<file path="src/rtl/fb_rd_arbiter.sv">
// fb_rd_arbiter: shares the frame-buffer read port between the display
// (requester 0, priority) and the streamer (requester 1).
// Each issued read is tagged with its owner, and the tag is carried
// RD_LAT cycles so that the rvalid strobe lines up with fb_dout.
// Optional build macro FB_ARB_STARVE_GUARD_EN enables the starvation guard.
// With the guard, requester 1 is forced through after MAX_WAIT refused cycles.
// Without the macro, arbitration is strict priority.
module fb_rd_arbiter #(
    parameter int AW       = 13,
    parameter int DW       = 12,
    parameter int RD_LAT   = 1,
    parameter int MAX_WAIT = 15
) (
    input  logic          clk,
    input  logic          rst_n,
    input  logic          m0_req,
    input  logic [AW-1:0] m0_addr,
    output logic          m0_gnt,
    output logic          m0_rvalid,
    input  logic          m1_req,
    input  logic [AW-1:0] m1_addr,
    output logic          m1_gnt,
    output logic          m1_rvalid,
    output logic [DW-1:0] rdata,
    output logic [AW-1:0] fb_addr,
    input  logic [DW-1:0] fb_dout,
    output logic [15:0]   m1_stall_cnt
);

    // Out-of-range parameters would break the tag pipeline or the guard
    // counter, so they are rejected at elaboration.
    if (RD_LAT < 1 || RD_LAT > 4) begin : g_bad_rd_lat
        $error("fb_rd_arbiter: RD_LAT must be 1..4");
    end
    if (MAX_WAIT < 1 || MAX_WAIT > 255) begin : g_bad_max_wait
        $error("fb_rd_arbiter: MAX_WAIT must be 1..255");
    end

    logic              force_m1;
    logic [RD_LAT-1:0] tag_vld;
    logic [RD_LAT-1:0] tag_own;

`ifdef FB_ARB_STARVE_GUARD_EN
    // wait_left holds the number of refusals left before requester 1 is
    // forced through. It is a down-counter reloaded with MAX_WAIT, so the
    // terminal count of zero is the same point as MAX_WAIT refused cycles.
    logic [7:0] wait_left;

    assign force_m1 = m1_req && (wait_left == 8'd0);

    // Guard timer: count down on each refused cycle, reload when served or idle
    always_ff @(posedge clk or negedge rst_n) begin
        if (!rst_n) begin
            wait_left <= 8'(MAX_WAIT);
        end else if (!m1_req || m1_gnt) begin
            wait_left <= 8'(MAX_WAIT);
        end else if (wait_left != 8'd0) begin
            wait_left <= wait_left - 8'd1;
        end
    end
`else
    assign force_m1 = 1'b0;
`endif

    // Grants are combinational (zero latency) and held off during reset
    assign m0_gnt  = rst_n && m0_req && !force_m1;
    assign m1_gnt  = rst_n && m1_req && (!m0_req || force_m1);

    // Requester 0's address is parked on the port when nobody is granted
    assign fb_addr = m1_gnt ? m1_addr : m0_addr;
    assign rdata   = fb_dout;

    // Owner tag pipeline: stage 0 captures the grant, the last stage drives rvalid
    always_ff @(posedge clk or negedge rst_n) begin
        if (!rst_n) begin
            tag_vld <= '0;
            tag_own <= '0;
        end else begin
            tag_vld[0] <= m0_gnt | m1_gnt;
            tag_own[0] <= m1_gnt;
            for (int i = 1; i < RD_LAT; i++) begin
                tag_vld[i] <= tag_vld[i-1];
                tag_own[i] <= tag_own[i-1];
            end
        end
    end

    assign m0_rvalid = tag_vld[RD_LAT-1] & ~tag_own[RD_LAT-1];
    assign m1_rvalid = tag_vld[RD_LAT-1] &  tag_own[RD_LAT-1];

    // Saturating count of cycles requester 1 asked but was refused
    always_ff @(posedge clk or negedge rst_n) begin
        if (!rst_n) begin
            m1_stall_cnt <= 16'd0;
        end else if (m1_req && !m1_gnt && (m1_stall_cnt != 16'hFFFF)) begin
            m1_stall_cnt <= m1_stall_cnt + 16'd1;
        end
    end

endmodule

</file>
<file path="config.mk">
export PLATFORM = sky130hd
export DESIGN_NAME = fb_rd_arbiter
export DESIGN_NICKNAME = d
export VERILOG_FILES = /design/src/rtl/fb_rd_arbiter.sv
export SDC_FILE = /design/constraint.sdc
export NUM_CORES = 1
export LEC_CHECK = 0
export BUFFER_PORTS_ARGS = -buffer_cell sky130_fd_sc_hd__buf_2
export CAP_MARGIN = 20
export CELL_PAD_IN_SITES_DETAIL_PLACEMENT = 1
export CELL_PAD_IN_SITES_GLOBAL_PLACEMENT = 2
export CORE_ASPECT_RATIO = 1.5
export CORE_UTILIZATION = 20
export DETAILED_ROUTE_END_ITERATION = 12
export GPL_ROUTABILITY_DRIVEN = 0
export GPL_TIMING_DRIVEN = 0
export HOLD_SLACK_MARGIN = 0.1
export PLACE_DENSITY_LB_ADDON = 0.08
export REMOVE_ABC_BUFFERS = 1
export SETUP_SLACK_MARGIN = 0.1
export SLEW_MARGIN = 20
export SYNTH_ARGS = -nofsm -noshare
export SYNTH_HDL_FRONTEND = slang
export SYNTH_SLANG_ARGS = --single-unit
</file>
<file path="constraint.sdc">
create_clock -name clk -period 2.2 [get_ports clk]
set_input_delay 0.11 -clock clk [delete_from_list [all_inputs] [get_ports clk]]
set_output_delay 0.11 -clock clk [all_outputs]
set_load 0.05 [all_outputs]
</file>
# --- Word-level counts from Yosys, hierarchy flattened ---
# Index checks and enable logic that the tools add are counted.
totals:
  register_bits: 18
  in_bits: 42
  output_inout_bits: 45
  word_cells: 17
op_classes:
  add_sub_neg: 1
  eq_ne: 1
  muxes: 1
  bitwise_logic: 4
  reduce_logical: 7
ops:
  columns: ["op", "n"]
  rows:
  - ["16-bit by 1-bit adder with 16-bit output (second input constant)", 1]
  - ["16-bit inequality test (second input constant)", 1]
  - ["13-bit 2-to-1 mux", 1]
  - ["1-bit logical AND", 5]
  - ["1-bit bitwise AND", 2]
  - ["1-bit logical NOT", 2]
  - ["1-bit NOT", 1]
  - ["1-bit OR", 1]

# --- Logic depth before layout (Yosys ltp) ---
# Gate-level depths: netlist of run 1.
logic_depth:
  word_depth: 5
  depth_mapped: 5
  depth_no_buf: 5

# --- Least setup slack after synthesis of run 1 ---
# Ideal clock, no wire load.
synth_path:
  path_type: "flip-flop to flip-flop"
  start: "register m1_stall_cnt[0]"
  end: "register m1_stall_cnt[1]"
  setup_time_ps: 128
  arrival_ps: 1883
  required_time_ps: 2072
  slack_ps: 190
  stages_incl_launch_ff: 6
  path_buffers: 0
  period_less_slack_ps: 2010
  path_cell_list: "dfrtp_1 ha_1 and3_2 nor4b_4 nor2_2 mux2_1"
synth_between:
  elab_chain_cells: 2
  elab_cells_between_ends: 3
  cone_classes: "add/sub (1); eq/ne (1); reduce/logical (1)"
synth_lines:
  columns: ["element", "line", "rtl"]
  rows:
  - ["from (decl)", "27", "output logic [15:0] m1_stall_cnt"]
  - ["from (signal assigned)", "96", "m1_stall_cnt <= m1_stall_cnt + 16'd1;"]
  - ["branches (longest 2 deep; another with 16-bit by 1-bit adder with 16-bit output)", null, null]
# Parallel ways; which one is timed is not known.
# A chain may end at the register's enable or synchronous reset.

# --- Final worst setup path of run 1 ---
# Same ends and word-level chain as after synthesis.

==> run metrics, run 1 <==
run status finished clean; largest net degree at the start of global routing 19; core area about 0.0055 mm2; Post-synth EDFFs 0; I/O pins 87; LEAKAGE 0.000847 uW; Layout area overhead 33.8%; Port Buffers 62; row count 33; Tcrit/Tclk final 0.848; CP Depth 5; Slew headroom 0.423; met3 usage 0.0395; RSZ-0062 raised after global routing false; CTS buffer count 3; post-route cell area 0.00156 mm2; Synth Area in Compound Gates 0.0150; Min-Delay Path Class primary input to flip-flop; share of layout cells above drive strength 1 0.436; Finished Core Util 0.282; Final Hold Fails 0; Hold WS between 0.1 and 0.15 ns; via density per instance roughly 4.4; largest family of logic cells by synthesized area simple AND/OR/NAND/NOR gates; CP Cell Sequence ha_1 > and3_2 > nor4b_4 > nor2_2 > mux2_1; Post-DP HPWL around 2.7 mm; CP peak stage delay between 0.5 and 0.6 ns; mapped cell area between 0.001 and 0.0015 mm2; Die X roughly 64 um; met2 GRT Util 0.240; First-pass DRT Iterations 2; DIE HEIGHT around 95 um; Async SR Flop Fraction 1.00; final setup violation count 0; via count 1125; Setup crit end kind flip-flop; register area share after synthesis 0.387; Setup Skew roughly 0.0026 ns; commonest cells after routing, fill and taps aside buf_2 (62), nand2_1 (43), dfrtp_1 (18), xor2_1 (13), nor3_1 (5); Critical Path RT about 2.3 ns; Crit path arrival time about 2.0 ns; Worst setup SP type flip-flop; GRT met1 Usage 0.125; buffers and inverters on the worst path 0; CTS Root Cell clkbuf_8; Synth Instances between 100 and 150; worst-path fanout max 9; global-route wire length before repair around 5.9 mm; CTS tree yes; Worst Tran Pin Value 0.863 ns; initial antenna violation count 0; total track usage 0.125; most common cell after layout, fill and taps aside buf_2; worst-path cell with the longest stage delay nor4b_4; CP Class flip-flop to flip-flop; placed cell areas approximately 0.0015 mm2; CP delay by family, top simple AND/OR/NAND/NOR gates; Post-Syn Area per Cell roughly 9 um2; Clock Latency Late Sink 0.25 ns; max-cap viol count 0; crit path time final 1.87 ns; drt wl/cell 13.9 um; starting density of the core 0.211; cell area power density approximately 900 mW/mm2; Yosys reg bits 18; WL final 3.58 mm; full die area between 0.006 and 0.007 mm2; hold depth 2; NumNets Final around 230; initial DRC count 8; clock sink count 18; worst-case reg-to-reg path depth 5; pins over their slew limit 0; GR peak layer met2; top_reg_cell synth dfrtp_1; synthesized-area fraction occupied by xor and xnor cells 0.105; Max Clk Rate between 0.5 and 0.6 GHz; # DRC 0; vias in the first global route 1196; htree depth 1; Reg clk slew, reported paths approximately 0.07 ns; simple-gate portion of the synthesized area 0.379; Synth cell types 32; Peak VDD IR approximately 500 uV; Max clock buf depth 2; Synthesis Warnings 0; Final ANT Viol Nets 0; mux cell area share after synthesis 0.00967; GRT Residual Overflow 0; # diodes 0; post-synthesis adder-cell area fraction 0.0107
[logic make-up (layout without fill, tap and decap cells)]
kind of cell,Yosys count,after routing
and+or+nand+nor,78,78
DFF,18,18
buffers and inverters,17,73
xor gates and xnor gates,14,14
AOI/OAI and AO/OA,3,3
adders and majority gates,1,1
muxes,1,1
[per-layer routing]
layer / up-vias / routed length [um]
met2: 68 / 1870
met5: - / 0
met1: 511 / 1320
met4: 0 / 46
met3: 5 / 349
li1: 541 / -
[area by class of cell]
| type | instances | area [um2] |
|---|---|---|
| Timing Repair Buffer | 66 | 345 |
| Sequential cell | 18 | 450 |
| Clock buffer | 4 | 55.1 |
| Inverter | 3 | 15.0 |
| Fill cell | 695 | 3970 |
| Multi-Input combinational cell | 97 | 606 |
| Tap cell | 70 | 87.6 |
[sequential cells by signal (all words and copies together) (netlist names)]
register      flops
m1_stall_cnt     16
tag_own           1
tag_vld           1
[report_power, final]
| part | switching (uW) | internal, uW |
|---|---|---|
| Sequential | 111 | 404 |
| Clock | 112 | 159 |
| Combinational | 455 | 158 |
[synth_stat cells, types with 2 or more instances]
library cell	n	area [um2]
buf_4	12	90.1
inv_1	3	11.3
nand4_1	2	12.5
nand2_1	43	161
nor3_1	5	25.0
nor4_1	4	25.0
nor4_2	2	25.0
nor3b_1	2	15.0
o21ai_0	2	10.0
dfrtp_1	18	450
nand3_1	3	15.0
and3_2	2	15.0
xor2_1	13	114
nand4_2	2	25.0
and2_1	2	12.5
[path summary, 6_finish.rpt]
kind                                              from                      endpoint  slack (ns)
max reg2reg                m1_stall_cnt[0]$_DFFE_PN0P_   m1_stall_cnt[1]$_DFFE_PN0P_        0.33
max in group asynchronous                        rst_n  m1_stall_cnt[11]$_DFFE_PN0P_        1.07
max                        m1_stall_cnt[0]$_DFFE_PN0P_   m1_stall_cnt[1]$_DFFE_PN0P_        0.33
min reg2reg                m1_stall_cnt[3]$_DFFE_PN0P_   m1_stall_cnt[3]$_DFFE_PN0P_        0.53
min in group asynchronous                        rst_n   m1_stall_cnt[4]$_DFFE_PN0P_        0.59
min                                             m1_req             tag_vld$_DFF_PN0_        0.13
[stage by stage]
stage          std cells  setup TNS, ns  power [uW]  setup WS, ns
3_3_place_gp         250         -0.449        1130       -0.0422
6_report             258              0        1400         0.334
3_5_place_dp         250         -0.860        1140       -0.0889
2_1_floorplan        118              0         955         0.190
5_1_grt              258              0        1480         0.197
4_1_cts              258              0        1430         0.296
[what timing repair did]
| item | in CTS | in global routing |
|---|---|---|
| buffers inserted | 2 | 0 |
| hold endpoints to repair | 19 | 0 |
| hold buffers | 2 | 0 |
| gates resized for setup | 1 | 0 |
| setup endpoints to repair | 14 | 0 |
Note: power is estimated with default switching activity, not from simulation.
==> inputs of run 2 (changes only) <==
Settings changed: CORE_UTILIZATION 20 to 18.
Clock period 2.2 ns to 1.55 ns, I/O delays scaled along.
==> run 2 against run 1 <==
The flow now finishes with violations (negative setup slack). Via count grew 9.4%. Combinational power grew 89%. Clock-buffer cell count shrank 1. Die area grew 11%. Critical path depth grew 1. Clock power grew 23%. Global-route usage grew 0.23 points. Final cell count grew 9.7%. Non-clock buffer count grew 22. Largest power group unchanged.
==> run metrics, run 2 (same netlist as run 1, synthesis figures left out) <==
run status finished, violations left; violated checks negative setup slack; initial antenna violation count 0; worst-path cell with the longest stage delay dfrtp_1; crit path time final 1.62 ns; Finished Core Util 0.307; commonest cells after routing, fill and taps aside buf_2 (61), nand2_1 (43), buf_4 (22), xor2_1 (13); final setup violation count 5; Post-DP HPWL 2.87 mm; full die area between 0.006 and 0.007 mm2; most common cell after layout, fill and taps aside buf_2; Hold WS between 0.1 and 0.15 ns; CP Class flip-flop to flip-flop; worst-path fanout max 6; Min-Delay Path Class primary input to flip-flop; CTS buffer count 3; Critical Path RT about 1.7 ns; largest net degree at the start of global routing 19; Port Buffers between 60 and 70; core area about 0.006 mm2; NumNets Final about 250; htree depth 1; Max clock buf depth 2; CTS tree yes; clock sink count 18; largest registers m1_stall_cnt (16), tag_own (1), tag_vld (1); vias in the first global route between 1k and 1.5k; First-pass DRT Iterations 4; Tot Pwr around 2200 uW; DIE HEIGHT 101 um; LEAKAGE 0.000962 uW; Worst Tran Pin Value slightly above 0.9 ns; via count approximately 1.2k; max-cap viol count 0; initial DRC count 11; Slew headroom 0.395; Reg clk slew, reported paths roughly 0.07 ns; Inst Count DP 254; starting density of the core 0.189; total track usage 0.127; I/O pins a little under 90; pins over their slew limit 0; WL final about 4.3 mm; Setup crit end kind flip-flop; CP peak stage delay 0.36 ns; CTS Root Cell clkbuf_8; Final Hold Fails 0; row count 35; Final ANT Viol Nets 0; Max Clk Rate a little over 0.6 GHz; Layout area overhead 62.7%; Crit path arrival time 1.76 ns; global-route wire length before repair between 6 and 7 mm; share of layout cells above drive strength 1 0.598; Final Non-Filler Cells ~280; Die X around 68 um; RSZ-0062 raised after global routing true; Setup Skew roughly 0.0012 ns; GRT Residual Overflow 0; CP Cell Sequence ha_2 > and3_4 > nor4b_4 > buf_6 > nor2_4 > mux2_4; Tcrit/Tclk final 1.05; # diodes 0; Worst setup SP type flip-flop; max reg flops 16; drt wl/cell about 15 um; via density per instance 4.35; most flop-heavy register m1_stall_cnt; Final WS setup -0.0712 ns; Peak VDD IR a little under 600 uV; Clock Latency Late Sink 0.25 ns; # DRC 0; cell area power density 1160 mW/mm2
run 2: cell count changes in the layout (fill, tap and decap cells not counted), moves of 4 or more:
cell,change
dfrtp_1,-9
dfrtp_2,+9
nor4_4,+4
buf_4,+20
nor4_1,-4
nor3_1,-4
run 2: per-layer routing:
metal,vias to the layer above,part of all wire,track usage
li1,587,-,-
met1,568,0.36,0.119
met2,72,0.53,0.246
met3,4,0.099,0.0373
met4,0,0.0099,0.0442
met5,-,0,0
run 2: stage by stage:
step | TNS [ns] | instance area, um2 | worst slack (ns)
floorplan | -4.85 | 1070 | -0.460
global placement | -11.88 | 1470 | -0.655
global route | -0.992 | 1900 | -0.162
detailed placement | -11.97 | 1470 | -0.655
CTS | -0.276 | 1790 | -0.0560
finish | -0.201 | 1900 | -0.0712
run 2: worst paths after layout:
| check | start | slack (ns) | end | depth (start not counted) |
|---|---|---|---|---|
| hold / removal | m1_req | 0.13 | tag_vld$_DFF_PN0_ | 2 |
| max in group asynchronous | rst_n | 0.40 | m1_stall_cnt[9]$_DFFE_PN0P_ | 2 |
| setup reg to reg | m1_stall_cnt[1]$_DFFE_PN0P_ | -0.07 | m1_stall_cnt[1]$_DFFE_PN0P_ | 6 |
| hold reg to reg | m1_stall_cnt[3]$_DFFE_PN0P_ | 0.52 | m1_stall_cnt[3]$_DFFE_PN0P_ | 1 |
| min in group asynchronous | rst_n | 0.53 | m1_stall_cnt[4]$_DFFE_PN0P_ | 2 |
| setup / recovery | m1_stall_cnt[1]$_DFFE_PN0P_ | -0.07 | m1_stall_cnt[1]$_DFFE_PN0P_ | 6 |
run 2: final cells by class:
| type | count | area, um2 |
|---|---|---|
| Multi-Input combinational cell | 97 | 762 |
| Clock buffer | 3 | 41.3 |
| Fill cell | 755 | 4280 |
| Sequential cell | 18 | 462 |
| Tap cell | 74 | 92.6 |
| Inverter | 3 | 15.0 |
| Timing Repair Buffer | 88 | 523 |
run 2: timing repair:
action	in CTS	in global routing
setup endpoints to repair	31	16
buffers inserted	18	5
pin swaps	9	9
hold endpoints to repair	19	0
hold buffers	3	0
resized for setup	27	13
run 2: worst max-delay path, delay by kind of cell (launching register included):
| kind | cells | cell delay (ns) |
|---|---|---|
| buffers and inverters | 1 | 0.19 |
| adder cells (fa/ha/maj) | 1 | 0.18 |
| multiplexers | 1 | 0.30 |
| AND/OR/NAND/NOR | 3 | 0.47 |
| flip-flops | 1 | 0.36 |
run 2: report_power, final:
part / internal (uW) / switching [uW] / total [uW]
logic: 392 / 772 / 1160
registers: 583 / 117 / 701
clock network: 173 / 159 / 332
==> inputs of run 3 (changes only) <==
Settings changed: BUFFER_PORTS_ARGS -buffer_cell sky130_fd_sc_hd__buf_2 to not set, CORE_UTILIZATION 18 to 28, DONT_BUFFER_PORTS set to 1.
==> run 3 against run 2 <==
The run still ends with negative setup slack left. Clock skew is 0.0019 ns higher. Setup slack worse by 0.19 ns. Sequential share of layout area is 8.1 points higher. Global-route usage is 2.6 points higher. Clock power is 16% higher. Register-to-register slack worse by 0.19 ns. Total power is 8.6% lower. Worst hold slack better by 0.023 ns. Flip-flop and latch count stayed put. Routed wire length is 21% lower. Combinational power is 62% lower.
==> run metrics, run 3 (same netlist as run 1, synthesis figures left out) <==
run status finished, violations left; violated checks negative setup slack; Hold WS 0.155 ns; largest registers m1_stall_cnt (16), tag_own (1), tag_vld (1); RSZ-0062 raised after global routing true; CP Class flip-flop to flip-flop; most common cell after layout, fill and taps aside nand2_1; met3 usage 0.0618; crit path time final around 1.8 ns; via count about 960; pins over their slew limit 0; GRT met1 Usage 0.148; htree depth 1; buffers and inverters on the worst path 1; core area about 0.0040 mm2; full die area roughly 0.0044 mm2; worst-path cell with the longest stage delay dfrtp_4; vias in the first global route between 900 and 1k; total track usage 0.153; Die X about 55 um; max reg flops 16; Max Clk Rate 0.551 GHz; DIE HEIGHT 81.0 um; share of layout cells above drive strength 1 0.449; CP delay by family, top flip-flops; Post-DP HPWL ~2.3 mm; initial antenna violation count 0; global-route wire length before repair between 4 and 5 mm; Reg clk slew, reported paths about 0.07 ns; GRT Residual Overflow 0; largest net degree at the start of global routing 20; Setup Slack @ Placement -0.721 ns; worst reg2reg endpoint m1_stall_cnt[1]$_DFFE_PN0P_; row count 28; CTS tree yes; # DRC 0; CP Cell Sequence ha_4 > and3_4 > nor4b_4 > buf_6 > nor2_4 > mux2_4; cell area power density 1320 mW/mm2; Layout area overhead 30.5%; Setup Skew ~0.0032 ns; First-pass DRT Iterations 2; max-cap viol count 0; met2 GRT Util 0.271; commonest cells after routing, fill and taps aside nand2_1 (42), xor2_1 (13), dfrtp_4 (9), dfrtp_2 (7), buf_4 (6); # diodes 0; Slew headroom 0.406; CTS buffer count 3; Clock Latency Late Sink ~0.25 ns; placed cell areas around 0.0011 mm2; clock sink count 18; LEAKAGE between 0.0006 and 0.0007 uW; Worst Tran Pin Value 0.888 ns; post-route cell area about 0.0015 mm2; Min-Delay Path Class primary input to primary output; Tot Pwr 2010 uW; Port Buffers 0; final setup violation count 16; most flop-heavy register m1_stall_cnt; I/O pins 87; via density per instance ~5.3; final setup TNS -2.49 ns; GR peak layer met2; Worst Hold Launch fb_dout[0]; Final Hold Fails 0; starting density of the core 0.294; WL final between 3 and 4 mm; Hold EP rdata[0]; R2R setup slack -0.27 ns; initial DRC count 7; CTS Root Cell clkbuf_8; Peak VDD IR 1090 uV; Crit path arrival time 1.96 ns; Worst setup SP type flip-flop; drt wl/cell 18.5 um; Max clock buf depth 2; hold depth 0; Setup crit end kind flip-flop; worst-case reg-to-reg path depth 6; worst-path fanout max 6; Final WS setup -0.265 ns; R2R Path Start m1_stall_cnt[0]$_DFFE_PN0P_; CP peak stage delay ~0.56 ns; NumNets Final between 150 and 200; Tcrit/Tclk final 1.17; Critical Path RT ~1.7 ns; Final ANT Viol Nets 0
## run 3: cell count changes in the layout (fill, tap and decap cells not counted), sizes merged
cell      previous run  this run
buf                 85         9
clkbuf               3         4
clkinvlp             1         3
## run 3: timing repair
item | in CTS | in global routing
resized for setup | 41 | 18
cloned | 2 | 0
endpoints found under the setup margin | 29 | 17
pin swaps | 8 | 7
hold endpoints to repair | 20 | 0
buffers inserted | 9 | 2
hold buffers | 3 | 0
## run 3: metal layers
metal,vias up,wire [um]
met5,-,0
met4,0,27
met3,4,323
met2,56,1940
met1,464,1060
li1,434,-
## run 3: cell type report
cell class	instances	area (um2)
inverter	3	15.0
tap	45	56.3
fill	470	2440
multi-input combinational	97	782
timing repair inverter	2	10.0
timing repair buffer	12	109
clock buffer	4	55.1
sequential	18	493
## run 3: power breakdown
group          switching [uW]  total (uW)  internal (uW)
clock network             161         386            226
logic                     263         438            174
registers                 565        1180            619
total                     989        2010           1020
## run 3: stage by stage
stage / util / cells
floorplan: - / 118
global placement: 0.284 / 163
detailed placement: 0.284 / 163
CTS: 0.366 / 180
global route: 0.384 / 181
finish: 0.384 / 181
## run 3: worst reg2reg max path: cells and delay by family, from the launching register on
family | cells | cell delay (ns)
adder cells (fa/ha/maj) | 1 | 0.18
buffers and inverters | 1 | 0.19
multiplexers | 1 | 0.30
AND/OR/NAND/NOR | 3 | 0.47
flip-flops | 1 | 0.56
## run 3: worst max-delay path by stage
stage          cells past startpoint  slack (ns)                      endpoint                         from
2_1_floorplan                      5       -0.46   m1_stall_cnt[1]$_DFFE_PN0P_  m1_stall_cnt[0]$_DFFE_PN0P_
3_3_place_gp                       5       -0.70   m1_stall_cnt[1]$_DFFE_PN0P_  m1_stall_cnt[0]$_DFFE_PN0P_
3_5_place_dp                       5       -0.72   m1_stall_cnt[1]$_DFFE_PN0P_  m1_stall_cnt[0]$_DFFE_PN0P_
4_1_cts                            4       -0.31  m1_stall_cnt[13]$_DFFE_PN0P_  m1_stall_cnt[5]$_DFFE_PN0P_
5_1_grt                            6       -0.32   m1_stall_cnt[1]$_DFFE_PN0P_  m1_stall_cnt[0]$_DFFE_PN0P_
6_report                           6       -0.27   m1_stall_cnt[1]$_DFFE_PN0P_  m1_stall_cnt[0]$_DFFE_PN0P_
